==> config.mk <==
export PLATFORM = sky130hd
export DESIGN_NAME = uart_rx_ctrl
export DESIGN_NICKNAME = d
export VERILOG_FILES = /design/src/rtl/uart_rx_ctrl_pkg.sv /design/src/rtl/uart_rx_ctrl_fifo.sv /design/src/rtl/uart_rx_ctrl.sv
export SDC_FILE = /design/constraint.sdc
export NUM_CORES = 1
export LEC_CHECK = 0
export BUFFER_PORTS_ARGS = -buffer_cell sky130_fd_sc_hd__buf_2
export CAP_MARGIN = 20
export CORE_MARGIN = 5
export CORE_UTILIZATION = 45
export DETAILED_ROUTE_END_ITERATION = 7
export GPL_TIMING_DRIVEN = 1
export PLACE_DENSITY = 0.7
export SLEW_MARGIN = 30
export SYNTH_ARGS = -nofsm -noshare
export SYNTH_HDL_FRONTEND = slang
export SYNTH_SLANG_ARGS = --single-unit
export TNS_END_PERCENT = 1
==> constraint.sdc <==
create_clock -name clk -period 6.21 [get_ports clk]
set_input_delay 0.3105 -clock clk [delete_from_list [all_inputs] [get_ports clk]]
set_output_delay 0.3105 -clock clk [all_outputs]
set_load 0.01 [all_outputs]
==> src/rtl/uart_rx_ctrl_pkg.sv <==
// Shared definitions for the UART receive controller: register map, bit
// positions, FSM encoding and the frame-to-FIFO-entry conversion.
package uart_rx_ctrl_pkg;

    localparam logic [3:0] ADDR_CTRL   = 4'h0;
    localparam logic [3:0] ADDR_STATUS = 4'h4;
    localparam logic [3:0] ADDR_DATA   = 4'h8;
    localparam logic [3:0] ADDR_LEVEL  = 4'hC;

    localparam int CTRL_EN      = 0;
    localparam int CTRL_PAR_ODD = 1;
    localparam int CTRL_IRQ_EN  = 2;

    localparam int STAT_NE   = 0;
    localparam int STAT_FULL = 1;
    localparam int STAT_OVR  = 2;
    localparam int STAT_PERR = 3;
    localparam int STAT_FERR = 4;

    localparam int FRM_START    = 0;
    localparam int FRM_DATA_LSB = 1;
    localparam int FRM_DATA_MSB = 8;
    localparam int FRM_PARITY   = 9;
    localparam int FRM_STOP     = 10;
    localparam int FRAME_W      = 11;

    localparam int ENTRY_PERR = 8;
    localparam int ENTRY_FERR = 9;
    localparam int ENTRY_W    = 10;
    localparam int LEVEL_W    = 5;

    typedef enum logic [2:0] {
        IDLE    = 3'd0,
        ARM     = 3'd1,
        WAIT    = 3'd2,
        CAPTURE = 3'd3,
        DONE    = 3'd4
    } rxState_e;

    // Parity is checked over data plus parity bit; the result must equal PAR_ODD.
    function automatic logic [ENTRY_W-1:0] frameToEntry(input logic [FRAME_W-1:0] frame,
                                                        input logic parOdd);
        logic perr;
        logic ferr;
        perr = (^frame[FRM_PARITY:FRM_DATA_LSB]) != parOdd;
        ferr = ~frame[FRM_STOP] | frame[FRM_START];
        return {ferr, perr, frame[FRM_DATA_MSB:FRM_DATA_LSB]};
    endfunction

endpackage

==> src/rtl/uart_rx_ctrl_fifo.sv <==
// Receive FIFO: power-of-two depth, pointers wrap naturally, pop of an
// empty FIFO is ignored, push while full succeeds only alongside a pop.
module rx_fifo
    import uart_rx_ctrl_pkg::*;
#(
    parameter int DEPTH = 4
) (
    input  logic               clk,
    input  logic               rst,
    input  logic               push,
    input  logic               pop,
    input  logic [ENTRY_W-1:0] din,
    output logic [ENTRY_W-1:0] dout,
    output logic               full,
    output logic               empty,
    output logic [LEVEL_W-1:0] count
);

    localparam int AW = $clog2(DEPTH);

    logic [ENTRY_W-1:0] mem [DEPTH];
    logic [AW-1:0]      wrPtr;
    logic [AW-1:0]      rdPtr;
    logic               doPush;
    logic               doPop;

    assign empty  = (count == '0);
    assign full   = (count == LEVEL_W'(DEPTH));
    assign doPop  = pop & ~empty;
    assign doPush = push & (~full | doPop);
    assign dout   = mem[rdPtr];

    always_ff @(posedge clk or negedge rst) begin
        if (!rst) begin
            wrPtr <= '0;
            rdPtr <= '0;
            count <= '0;
        end else begin
            if (doPush) wrPtr <= wrPtr + AW'(1);
            if (doPop)  rdPtr <= rdPtr + AW'(1);
            count <= count + LEVEL_W'(doPush) - LEVEL_W'(doPop);
        end
    end

    always_ff @(posedge clk) begin
        if (doPush) mem[wrPtr] <= din;
    end

endmodule

==> src/rtl/uart_rx_ctrl.sv <==
// UART receive controller: APB register block, receiver handshake FSM and
// a receive FIFO with sticky overflow/parity/framing status.
//
//  state   | meaning
//  IDLE    | receiver disabled or frame finished, rx_start low
//  ARM     | rx_start raised, one settling cycle
//  WAIT    | waiting for a rising edge of rx_store
//  CAPTURE | single cycle in which the latched frame is pushed
//  DONE    | rx_start low until rx_store drops or rx_clr_start
module uart_rx_ctrl
    import uart_rx_ctrl_pkg::*;
#(
    parameter int DEPTH = 4
) (
    input  logic               clk,
    input  logic               rst,
    input  logic               psel,
    input  logic               penable,
    input  logic               pwrite,
    input  logic [3:0]         paddr,
    input  logic [31:0]        pwdata,
    output logic [31:0]        prdata,
    output logic               pready,
    output logic               pslverr,
    output logic               rx_start,
    input  logic               rx_store,
    input  logic               rx_clr_start,
    input  logic [FRAME_W-1:0] rx_data,
    output logic               irq
);

    rxState_e           state;
    rxState_e           stateNext;
    logic [2:0]         ctrlReg;
    logic               ovrFlag;
    logic               perrFlag;
    logic               ferrFlag;
    logic               rxStoreQ;
    logic [FRAME_W-1:0] frameQ;

    logic               access;
    logic               apbErr;
    logic               ctrlWr;
    logic               statusWr;
    logic               dataRd;
    logic               enKeep;
    logic               push;
    logic               dropped;
    logic [ENTRY_W-1:0] entry;
    logic [ENTRY_W-1:0] fifoDout;
    logic               fifoFull;
    logic               fifoEmpty;
    logic [LEVEL_W-1:0] fifoCount;
    logic [31:0]        rdData;
    logic               unusedPwdata;

    assign pready       = 1'b1;
    assign unusedPwdata = ^pwdata[31:5];

    assign access   = psel & penable;
    assign apbErr   = access & ((paddr[1:0] != 2'b00) |
                      (pwrite & ((paddr == ADDR_DATA) | (paddr == ADDR_LEVEL))));
    assign ctrlWr   = access & pwrite & (paddr == ADDR_CTRL);
    assign statusWr = access & pwrite & (paddr == ADDR_STATUS);
    assign dataRd   = access & ~pwrite & (paddr == ADDR_DATA);

    // A CTRL write that clears EN takes effect on the FSM in the same cycle.
    assign enKeep  = ctrlWr ? pwdata[CTRL_EN] : ctrlReg[CTRL_EN];
    assign push    = (state == CAPTURE) & enKeep;
    assign dropped = push & fifoFull & ~dataRd;
    assign entry   = frameToEntry(frameQ, ctrlReg[CTRL_PAR_ODD]);

    rx_fifo #(.DEPTH(DEPTH)) u_fifo (
        .clk   (clk),
        .rst   (rst),
        .push  (push),
        .pop   (dataRd),
        .din   (entry),
        .dout  (fifoDout),
        .full  (fifoFull),
        .empty (fifoEmpty),
        .count (fifoCount)
    );

    always_ff @(posedge clk or negedge rst) begin
        if (!rst) begin
            state    <= IDLE;
            rxStoreQ <= 1'b0;
            frameQ   <= '0;
        end else begin
            state    <= stateNext;
            rxStoreQ <= rx_store;
            if (state == WAIT && rx_store && !rxStoreQ) frameQ <= rx_data;
        end
    end

    always_comb begin
        stateNext = state;
        case (state)
            IDLE:    if (enKeep) stateNext = ARM;
            ARM:     stateNext = WAIT;
            WAIT:    if (rx_store && !rxStoreQ) stateNext = CAPTURE;
            CAPTURE: stateNext = DONE;
            DONE:    if (rx_clr_start || !rx_store) stateNext = IDLE;
            default: stateNext = IDLE;
        endcase
        if (!enKeep) stateNext = IDLE;
    end

    assign rx_start = (state == ARM) | (state == WAIT) | (state == CAPTURE);

    // Status set events take priority over a same-cycle write-1-to-clear.
    always_ff @(posedge clk or negedge rst) begin
        if (!rst) begin
            ctrlReg  <= '0;
            ovrFlag  <= 1'b0;
            perrFlag <= 1'b0;
            ferrFlag <= 1'b0;
            irq      <= 1'b0;
        end else begin
            if (ctrlWr) ctrlReg <= pwdata[2:0];

            if (dropped)                            ovrFlag <= 1'b1;
            else if (statusWr && pwdata[STAT_OVR])  ovrFlag <= 1'b0;

            if (push && entry[ENTRY_PERR])          perrFlag <= 1'b1;
            else if (statusWr && pwdata[STAT_PERR]) perrFlag <= 1'b0;

            if (push && entry[ENTRY_FERR])          ferrFlag <= 1'b1;
            else if (statusWr && pwdata[STAT_FERR]) ferrFlag <= 1'b0;

            irq <= ctrlReg[CTRL_IRQ_EN] & (~fifoEmpty | ovrFlag | perrFlag | ferrFlag);
        end
    end

    always_comb begin
        rdData = '0;
        if (access && !pwrite && rst) begin
            case (paddr)
                ADDR_CTRL:   rdData[2:0] = ctrlReg;
                ADDR_STATUS: rdData[4:0] = {ferrFlag, perrFlag, ovrFlag, fifoFull, ~fifoEmpty};
                ADDR_DATA:   if (!fifoEmpty) rdData[ENTRY_W-1:0] = fifoDout;
                ADDR_LEVEL:  rdData[LEVEL_W-1:0] = fifoCount;
                default:     rdData = '0;
            endcase
        end
    end

    assign prdata  = rdData;
    assign pslverr = apbErr & rst;

endmodule

==> reports/metrics.yaml, run 1 <==
synth:
  synth_area_mm2: 0.003516
  synth_ff_type: "edfxtp_1"
  ys_warn_count: 0
  syn_area_per_cell_um2: 14.12
  ys_seq_area_share_pct: 56.23
  ys_ff_latch: 71
  synthCells: 249
  synth_area_leaders: "edfxtp_1 (34%), dfrtp_1 (22%), mux4_2 (6.4%)"
  synthArstFlopShare_pct: 43.66
  synth-edff-count: 40
  synth_top_area_share_pct: 34.16
  synth_top_area_cell: "edfxtp_1"
  synth.distinct_cells: 56
setup_path:
  start_kind: "flop"
  cp.required_ps: 6480
  reg2reg_from: "u_fifo.count[3]$_DFF_PN0_"
  critical_path_arrival_ps: 3140
  reg2regPathDepth: 12
  endpoint_kind: "flop"
  criticalPathCategory: "flop to flop"
  ff2ff_setup_slack_ps: 3350
  path_max_fanout: 6
  worstReg2RegEnd: "u_fifo.count[4]$_DFF_PN0_"
sta:
  fmax_mhz: 349.3
  relSlewSlack_pct: 40.80
  finalSetupViolCount: 0
  worstMarginPinSlew_ps: 884.7
  hold_viol: 0
  period_share_pct: 46.11
  rsz0062_at_grt: "no"
  fin_tns_setup_ps: 0
  skew_ps: 9.189
  drv_slew: 0
  post-route-min-period_ps: 2863
clock_network:
  path_clk_slew_ps: 80
  cts_htree_levels: 3
  cts.sinks: 71
  cts_tree: "yes"
  numCtsBuffers: 9
  cts_hold_buffers: 1
  postCtsSetupBuffers: 0
  ctsRootBufferMaster: "clkbuf_8"
  clockBufferDepth: 2
  cts_resized: 0
  clock_latency_ps: 350
detailed_routing:
  vias: 2015
  totalWireLength_mm: 6.271
  wl_per_cell_um: 15.68
  first_iter_violations: 163
  antenna_left: 0
  remaining_drc_errors: 0
  vias_per_cell: 5.038
  first_pass_iters: 4
floorplanning:
  start_util_pct: 45.74
  core-area_mm2: 0.007687
  rows: 32
  ios: 90
  die_area_mm2: 0.009681
  die_y_um: 98.39
  die_x_um: 98.39
power:
  p_per_area_mw_per_mm2: 289.1
  clkPwrFrac_pct: 30.6
  switching_share_pct: 29.14
  power.share.combinational_pct: 17.5
  p_seq_share_pct: 51.9
  p_int_uw: 799.2
  leakage_uw: 0.001658
  peakVddDrop_mv: 0.2015
  p_sw_uw: 328.7
final_layout:
  syn2layout_area_growth_pct: 10.96
  drive_above_1_share_pct: 32.21
  ff_latch_area_mm2: 0.001977
  fin_util_pct: 50.75
  nNetsFinal: 358
  nFillCells: 690
  diodes: 0
  multi_input_area_mm2: 0.001354
global_route:
  grt_pass1_vias: 2067
  grt_start_max_net_pins: 36
  grt_util_all_layers_pct: 13.89
  grt_overflow: 0
  grt_first_pass_wirelength_mm: 10.40
  antenna_found_initial: 0
run:
  max_cap_viol_count: 0
hold_path:
  holdPathStages: 1
  hold_end: "rxStoreQ$_DFF_PN0_"
  hold_path_class: "primary input to flop"
  min_from: "rx_store"
place:
  port_buffers: 39
  gp_congestion: 0.7957
  dpl.hpwl_mm: 4.669
status:
  status: "finished, final reports clean"
critical path, stage by stage, from the launching register on:
cell	delay, ps
dfrtp_1	420
inv_1	90
ha_1	150
or4b_4	510
and3_4	230
ha_1	280
inv_1	40
ha_1	200
fa_1	410
a21oi_1	170
nor2_1	60
nor2_1	110
xnor2_1	130
Yosys cell counts (all sizes together) (5+ instances only):
| cell type | count |
|---|---|
| mux4 | 10 |
| nor2b | 5 |
| nand2 | 8 |
| dfrtp | 31 |
| inv | 12 |
| nor2 | 13 |
| a21oi | 9 |
| mux2 | 14 |
| xnor2 | 12 |
| edfxtp | 40 |
| buf | 28 |
| and2 | 7 |
| ha | 10 |
per-stage QoR:
step	instances	worst slack, ps	hold slack, ps	area (um2)	total power (uW)
floorplan	270	3503	14.91	3595	749.2
global placement	383	3427	370.9	3706	785.8
detailed placement	383	3348	367.3	3706	794.4
CTS	400	3339	104.2	3901	1137
global route	400	3183	112.1	3901	1187
finish	400	3347	110.7	3901	1128
cells by family (layout without fill, tap and decap cells):
| family | Yosys count | count (layout) | share of synthesized area [%] |
|---|---|---|---|
| flip-flops | 71 | 71 | 56.23 |
| AND/OR/NAND/NOR | 56 | 56 | 10.14 |
| multiplexers | 26 | 26 | 11.57 |
| buffers and inverters | 41 | 69 | 7.509 |
| adder cells (fa/ha/maj) | 11 | 11 | 4.128 |
| other | 2 | 23 | 0.2136 |
| AO/OA/AOI/OAI | 26 | 26 | 5.837 |
| XOR/XNOR | 16 | 16 | 4.377 |
power groups by stage:
| stage | clock, uW | sequential (uW) | combinational (uW) |
|---|---|---|---|
| floorplan | 0 | 573 | 176 |
| global placement | 0 | 594 | 192 |
| detailed placement | 0 | 597 | 198 |
| CTS | 351 | 586 | 200 |
| global route | 370 | 592 | 224 |
| finish | 345 | 585 | 198 |
area by class of cell:
cell class / instances / share of cell area, %
Sequential cell: 71 / 50.67
Tap cell: 102 / 3.271
Clock inverter: 7 / 1.572
Multi-Input combinational cell: 158 / 34.70
Clock buffer: 9 / 3.175
Inverter: 12 / 1.155
Timing Repair Buffer: 41 / 5.452
how the worst max path moves through the flow:
| stage | slack, ps | cells past startpoint | from | endpoint |
|---|---|---|---|---|
| detailed placement | 3350 | 12 | u_fifo.count[3]$_DFF_PN0_ | u_fifo.count[4]$_DFF_PN0_ |
| finish | 3350 | 12 | u_fifo.count[3]$_DFF_PN0_ | u_fifo.count[4]$_DFF_PN0_ |
| floorplan | 3500 | 13 | u_fifo.count[3]$_DFF_PN0_ | u_fifo.count[4]$_DFF_PN0_ |
| global route | 3180 | 12 | u_fifo.count[3]$_DFF_PN0_ | u_fifo.count[4]$_DFF_PN0_ |
| CTS | 3340 | 12 | u_fifo.count[3]$_DFF_PN0_ | u_fifo.count[4]$_DFF_PN0_ |
| global placement | 3430 | 12 | u_fifo.count[3]$_DFF_PN0_ | u_fifo.count[4]$_DFF_PN0_ |
cell usage in the layout, fill, tap and decap left out, types with 2 or more instances in the layout:
| cell type | n |
|---|---|
| buf_2 | 39 |
| xor2_1 | 3 |
| clkinvlp_4 | 2 |
| or2_2 | 2 |
| inv_1 | 12 |
| edfxtp_1 | 40 |
| nor3_1 | 2 |
| a21oi_1 | 9 |
| xnor2_1 | 12 |
| mux2i_1 | 2 |
| nand3_1 | 3 |
| a22o_1 | 3 |
| conb_1 | 23 |
| and2_1 | 6 |
| nor2b_1 | 5 |
| dfrtp_1 | 31 |
| nor2_1 | 13 |
| clkbuf_8 | 9 |
| inv_6 | 4 |
| nand2b_1 | 2 |
| mux4_2 | 10 |
| ha_1 | 10 |
| nand2_1 | 8 |
| a31oi_1 | 2 |
| mux2_2 | 13 |
per-layer routing:
layer,track usage (%),wire (um),vias to the layer above
met5,0,0,-
met2,21.53,2942,81
li1,-,-,944
met3,2.714,464,9
met4,6.303,101,0
met1,18.97,2763,981
state kept, by name, indices dropped and copies added, names as in the netlist:
| signal | flops |
|---|---|
| u_fifo.mem | 40 |
| ovrFlag | 1 |
| rxStoreQ | 1 |
| irq | 1 |
| ferrFlag | 1 |
| u_fifo.wrPtr | 2 |
| perrFlag | 1 |
| u_fifo.rdPtr | 2 |
| ctrlReg | 3 |
| u_fifo.count | 5 |
| frameQ | 11 |
| state | 3 |
(Power assumes the default switching activity.)
==> run 2: changes to the inputs <==
==> constraint.sdc (replaced) <==
create_clock -name clk -period 2.95 [get_ports clk]
set_input_delay 0.1475 -clock clk [delete_from_list [all_inputs] [get_ports clk]]
set_output_delay 0.1475 -clock clk [all_outputs]
set_load 0.01 [all_outputs]
==> reports/metrics.yaml, run 2 (same netlist as run 1, synthesis figures left out) <==
hold_path:
  hold_path_class: "primary input to flop"  # unchanged
global_route:
  grt_first_pass_wirelength_mm: 10.42  # was 10.40 mm
  grt_start_max_net_pins: 30  # was 36
  antenna_found_initial: 0  # unchanged
  grt_overflow: 0  # unchanged
  grt_util_all_layers_pct: 13.95  # was 13.89%
  grt_pass1_vias: 2108  # was 2067
sta:
  drv_slew: 0  # unchanged
  post-route-min-period_ps: 2778  # was 2863 ps
  fmax_mhz: 360.0  # was 349.3 MHz
  rsz0062_at_grt: "no"  # unchanged
  hold_viol: 0  # unchanged
  period_share_pct: 94.16  # was 46.11%
  fin_tns_setup_ps: 0  # unchanged
  worstMarginPinSlew_ps: 537.7  # was 884.7 ps
  relSlewSlack_pct: 63.90  # was 40.80%
  finalSetupViolCount: 0  # unchanged
  skew_ps: 10.46  # was 9.189 ps
detailed_routing:
  wl_per_cell_um: 15.90  # was 15.68 um
  vias_per_cell: 5.047  # was 5.038
  first_pass_iters: 4  # unchanged
  first_iter_violations: 112  # was 163
  vias: 2034  # was 2015
  antenna_left: 0  # unchanged
  remaining_drc_errors: 0  # unchanged
  totalWireLength_mm: 6.409  # was 6.271 mm
setup_path:
  critical_path_arrival_ps: 3040  # was 3140 ps
  start_kind: "flop"  # unchanged
  path_max_fanout: 6  # unchanged
  worst-path-buf-inv: 2  # unchanged
  crit_family: "adder cells"  # unchanged
  endpoint_kind: "flop"  # unchanged
  cpMaxStageDelayCell: "or4b_4"  # unchanged
  criticalPathCategory: "flop to flop"  # unchanged
  ff2ff_setup_slack_ps: 170  # was 3350 ps
  critPathMaxStageDelay_ps: 510  # about the same
  cp.required_ps: 3220  # was 6480 ps
  worstPathCellList: "inv_1 -> ha_1 -> or4b_4 -> and3_4 -> ha_1 -> inv_1 -> ha_1 -> fa_2 -> a21oi_1 -> nor2_1 -> nor2_1 -> xnor2_1"  # was inv_1 -> ha_1 -> or4b_4 -> and3_4 -> ha_1 -> inv_1 -> ha_1 -> fa_1 -> a21oi_1 -> nor2_1 -> nor2_1 -> xnor2_1
  crit_path_frequent_cell: "ha_1"  # unchanged
clock_network:
  numCtsBuffers: 9  # unchanged
  clockBufferDepth: 2  # unchanged
  path_clk_slew_ps: 80  # about the same
  clock_latency_ps: 340  # was 350 ps
  postCtsSetupBuffers: 0  # unchanged
  cts_tree: "yes"  # unchanged
  ctsRootBufferMaster: "clkbuf_8"  # unchanged
  cts_htree_levels: 3  # unchanged
  cts.sinks: 71  # unchanged
floorplanning:
  ios: 90  # unchanged
  start_util_pct: 45.74  # unchanged
  die_area_mm2: 0.009681  # unchanged
  die_x_um: 98.39  # unchanged
  core-area_mm2: 0.007687  # unchanged
  die_y_um: 98.39  # unchanged
  rows: 32  # unchanged
power:
  leakage_uw: 0.001678  # was 0.001658 uW
  p_per_area_mw_per_mm2: 615.1  # was 289.1 mW/mm2
  peakVddDrop_mv: 0.3062  # was 0.2015 mV
final_layout:
  nNetsFinal: 361  # was 358
  largest_reg_flops: 40  # unchanged
  layout_common_cells: "edfxtp_1 (40), buf_2 (39), dfrtp_1 (31)"  # unchanged
  nFillCells: 691  # was 690
  reg_top3: "u_fifo.mem x40, frameQ x11, u_fifo.count x5"  # unchanged
  top_register: "u_fifo.mem"  # unchanged
  syn2layout_area_growth_pct: 12.17  # was 10.96%
  design_area_mm2: 0.003944  # was 0.003901 mm2
  diodes: 0  # unchanged
  ff_latch_area_mm2: 0.001977  # unchanged
  drive_above_1_share_pct: 32.56  # was 32.21%
  mostFrequentLayoutCell: "edfxtp_1"  # unchanged
  multi_input_area_mm2: 0.001356  # was 0.001354 mm2
place:
  dpl.hpwl_mm: 4.779  # was 4.669 mm
  port_buffers: 39  # unchanged
  place_area_mm2: 0.003721  # was 0.003706 mm2
  gp_congestion: 0.7498  # was 0.7957
run:
  max_cap_viol_count: 0  # unchanged
status:
  status: "finished, final reports clean"  # unchanged
==> run 2: final cells by class <==
class | count | area share (%)
tap | 102 | 3.236
inverter | 12 | 1.142
clock inverter | 5 | 1.491
multi-input combinational | 158 | 34.39
timing repair buffer | 44 | 6.028
sequential | 71 | 50.13
clock buffer | 11 | 3.585
==> run 2: worst paths after layout <==
kind / from / to / cells past startpoint
setup / recovery: u_fifo.count[3]$_DFF_PN0_ / u_fifo.count[4]$_DFF_PN0_ / 12
hold / removal: rx_data[5] / frameQ[5]$_DFFE_PN0P_ / 2
setup reg to reg: u_fifo.count[3]$_DFF_PN0_ / u_fifo.count[4]$_DFF_PN0_ / 12
hold reg to reg: frameQ[0]$_DFFE_PN0P_ / frameQ[0]$_DFFE_PN0P_ / 1
max in group asynchronous: rst / frameQ[2]$_DFFE_PN0P_ / 3
min in group asynchronous: rst / u_fifo.rdPtr[0]$_DFFE_PN0P_ / 2
==> run 2: per-layer routing <==
metal / GRT usage (%) / vias to the layer above / wire length [um]
met1: 18.55 / 1005 / 2839
met2: 22.00 / 67 / 3113
li1: - / 953 / -
met4: 6.408 / 0 / 119
met3: 2.857 / 9 / 336
met5: 0 / - / 0
==> run 2: through the flow <==
| stage | hold WS, ps | setup WS, ps | utilization (%) | std cells | power, uW |
|---|---|---|---|---|---|
| after CTS | 12.09 | 94.04 | 51.27 | 403 | 2452 |
| after global placement | -5.490 | 179.9 | 48.40 | 385 | 1662 |
| after detailed placement | -8.154 | 109.5 | 48.40 | 385 | 1686 |
| after floorplan | -148.1 | 242.9 | - | 270 | 1577 |
| final | 32.95 | 172.3 | 51.30 | 403 | 2426 |
| after global routing | 11.92 | 34.88 | 51.30 | 403 | 2548 |
==> run 2: power breakdown <==
part / total, uW / internal, uW / leakage [uW] / switching [uW]
Clock: 762 / 413 / 0.0000955 / 348
Sequential: 1220 / 1140 / 0.000790 / 82.0
Combinational: 443 / 230 / 0.000792 / 214
Total: 2430 / 1780 / 0.00168 / 644
==> run 2: repair_timing <==
item / CTS / global route
hold buffers: 2 / 0
endpoints found under the hold margin: 32 / 0
resized for setup: 0 / 1
endpoints found under the setup margin: 0 / 1
==> run 3: changes to the inputs <==
--- a/config.mk
+++ b/config.mk
@@ -12,6 +12,7 @@
 export DETAILED_ROUTE_END_ITERATION = 7
 export GPL_TIMING_DRIVEN = 1
 export PLACE_DENSITY = 0.7
+export RECOVER_POWER = 50
 export SLEW_MARGIN = 30
 export SYNTH_ARGS = -nofsm -noshare
 export SYNTH_HDL_FRONTEND = slang
==> reports/metrics.yaml, run 3 (same netlist as run 1, synthesis figures left out) <==
sta:
  post-route-min-period_ps: 2781  # was 2778 ps
  fin_tns_setup_ps: 0  # unchanged
  skew_ps: 11.16  # was 10.46 ps
  drv_slew: 0  # unchanged
  fmax_mhz: 359.6  # was 360.0 MHz
  rsz0062_at_grt: "no"  # unchanged
  period_share_pct: 94.26  # was 94.16%
  worstMarginPinSlew_ps: 561.5  # was 537.7 ps
  finalSetupViolCount: 0  # unchanged
  hold_viol: 0  # unchanged
  relSlewSlack_pct: 62.57  # was 63.90%
final_layout:
  drive_above_1_share_pct: 30.23  # was 32.56%
  reg_top3: "u_fifo.mem x40, frameQ x11, u_fifo.count x5"  # unchanged
  syn2layout_area_growth_pct: 11.71  # was 12.17%
  nNetsFinal: 361  # unchanged
  top_register: "u_fifo.mem"  # unchanged
  fin_util_pct: 51.09  # was 51.30%
  diodes: 0  # unchanged
  layout_common_cells: "edfxtp_1 (40), buf_2 (34), dfrtp_1 (31)"  # was edfxtp_1 (40), buf_2 (39), dfrtp_1 (31)
  largest_reg_flops: 40  # unchanged
  mostFrequentLayoutCell: "edfxtp_1"  # unchanged
status:
  status: "finished, final reports clean"  # unchanged
global_route:
  antenna_found_initial: 0  # unchanged
  grt_overflow: 0  # unchanged
  grt_first_pass_wirelength_mm: 10.42  # unchanged
  grt_pass1_vias: 2108  # unchanged
  grt_util_all_layers_pct: 13.95  # unchanged
  grt_start_max_net_pins: 30  # unchanged
setup_path:
  worst-path-buf-inv: 2  # unchanged
  reg2reg_from: "u_fifo.count[3]$_DFF_PN0_"  # unchanged
  critPathMaxStageDelay_ps: 510  # about the same
  reg2regPathDepth: 12  # unchanged
  cp_num_cells: 12  # unchanged
  path_max_fanout: 6  # unchanged
  start_kind: "flop"  # unchanged
  criticalPathCategory: "flop to flop"  # unchanged
  cpMaxStageDelayCell: "or4b_4"  # unchanged
  critPathLaunch: "u_fifo.count[3]$_DFF_PN0_"  # unchanged
  worstPathCellList: "inv_1 -> ha_1 -> or4b_4 -> and3_4 -> ha_1 -> inv_1 -> ha_1 -> fa_2 -> a21oi_1 -> nor2_1 -> nor2_1 -> xnor2_1"  # unchanged
  critical_path_arrival_ps: 3050  # was 3040 ps
  worstSetupEndpoint: "u_fifo.count[4]$_DFF_PN0_"  # unchanged
  crit_path_frequent_cell: "ha_1"  # unchanged
  endpoint_kind: "flop"  # unchanged
  crit_family: "adder cells"  # unchanged
  cp.required_ps: 3220  # about the same
  ff2ff_setup_slack_ps: 170  # about the same
  worstReg2RegEnd: "u_fifo.count[4]$_DFF_PN0_"  # unchanged
floorplanning:
  die_x_um: 98.39  # unchanged
  die_y_um: 98.39  # unchanged
  rows: 32  # unchanged
  core-area_mm2: 0.007687  # unchanged
  ios: 90  # unchanged
  die_area_mm2: 0.009681  # unchanged
  start_util_pct: 45.74  # unchanged
place:
  dpl.hpwl_mm: 4.779  # unchanged
  port_buffers: 39  # unchanged
  gp_congestion: 0.7498  # unchanged
detailed_routing:
  totalWireLength_mm: 6.388  # was 6.409 mm
  first_pass_iters: 4  # unchanged
  first_iter_violations: 101  # was 112
  vias: 2042  # was 2034
  remaining_drc_errors: 0  # unchanged
  vias_per_cell: 5.067  # was 5.047
  antenna_left: 0  # unchanged
  wl_per_cell_um: 15.85  # was 15.90 um
clock_network:
  path_clk_slew_ps: 80  # about the same
  numCtsBuffers: 9  # unchanged
  clock_latency_ps: 340  # about the same
  cts_htree_levels: 3  # unchanged
  cts.sinks: 71  # unchanged
  cts_tree: "yes"  # unchanged
  clockBufferDepth: 2  # unchanged
  ctsRootBufferMaster: "clkbuf_8"  # unchanged
run:
  max_cap_viol_count: 0  # unchanged
power:
  peakVddDrop_mv: 0.3062  # about the same
  p_per_area_mw_per_mm2: 616.8  # was 615.1 mW/mm2
  leakage_uw: 0.001650  # was 0.001678 uW
hold_path:
  holdPathStages: 2  # unchanged
  hold_path_class: "primary input to flop"  # unchanged
run 3: cell types whose count changed in the layout (fill, tap and decap cells not counted):
| cell | change |
|---|---|
| buf_2 | -5 |
| clkbuf_1 | +6 |
| nand4b_2 | -1 |
| nand4b_1 | +1 |
| buf_4 | -1 |
run 3: report_power, final:
part / switching [uW] / internal [uW]
registers: 81.6 / 1140
logic: 213 / 227
clock network: 348 / 413
total: 643 / 1780
run 3: cell type report:
type	instances	area, um2
clock inverters	5	58.81
multi-input cells	158	1350
flip-flops and latches	71	1977
inverters	12	45.04
clock buffers	11	141.4
fillers	699	3760
well taps	102	127.6
repair buffers	44	227.7
run 3: metal layers:
layer	GRT usage, %	part of all wire, %	vias up
met4	6.408	1.9	0
li1	-	-	950
met5	0	0	-
met3	2.857	6.1	9
met2	22.00	49	73
met1	18.55	43	1010
run 3: worst min-delay path by stage:
stage / slack (ps) / endpoint / start
finish: 30 / frameQ[5]$_DFFE_PN0P_ / rx_data[5]
global route: 10 / frameQ[5]$_DFFE_PN0P_ / rx_data[5]
CTS: 10 / frameQ[5]$_DFFE_PN0P_ / rx_data[5]
detailed placement: -8 / u_fifo.rdPtr[0]$_DFFE_PN0P_ / rst
global placement: -5 / u_fifo.rdPtr[0]$_DFFE_PN0P_ / rst
floorplan: -150 / ctrlReg[0]$_DFFE_PN0N_ / rst
run 3: through the flow:
stage                     power, uW  setup slack [ps]  instances  cell area [um2]  hold slack, ps
after global routing           2546             34.88        403             3928           11.91
after floorplan                1577             242.9        270             3595          -148.1
after global placement         1662             179.9        385             3721          -5.490
after CTS                      2452             94.04        403             3941           12.09
after detailed placement       1686             109.5        385             3721          -8.154
final                          2422             169.4        403             3928           32.80
run 3: repair_timing:
action                     in CTS  in global routing
hold endpoints to repair       32                  0
gates resized for setup         0                  1
hold buffers                    2                  0
setup endpoints to repair       0                  1
buffers inserted                0                  0
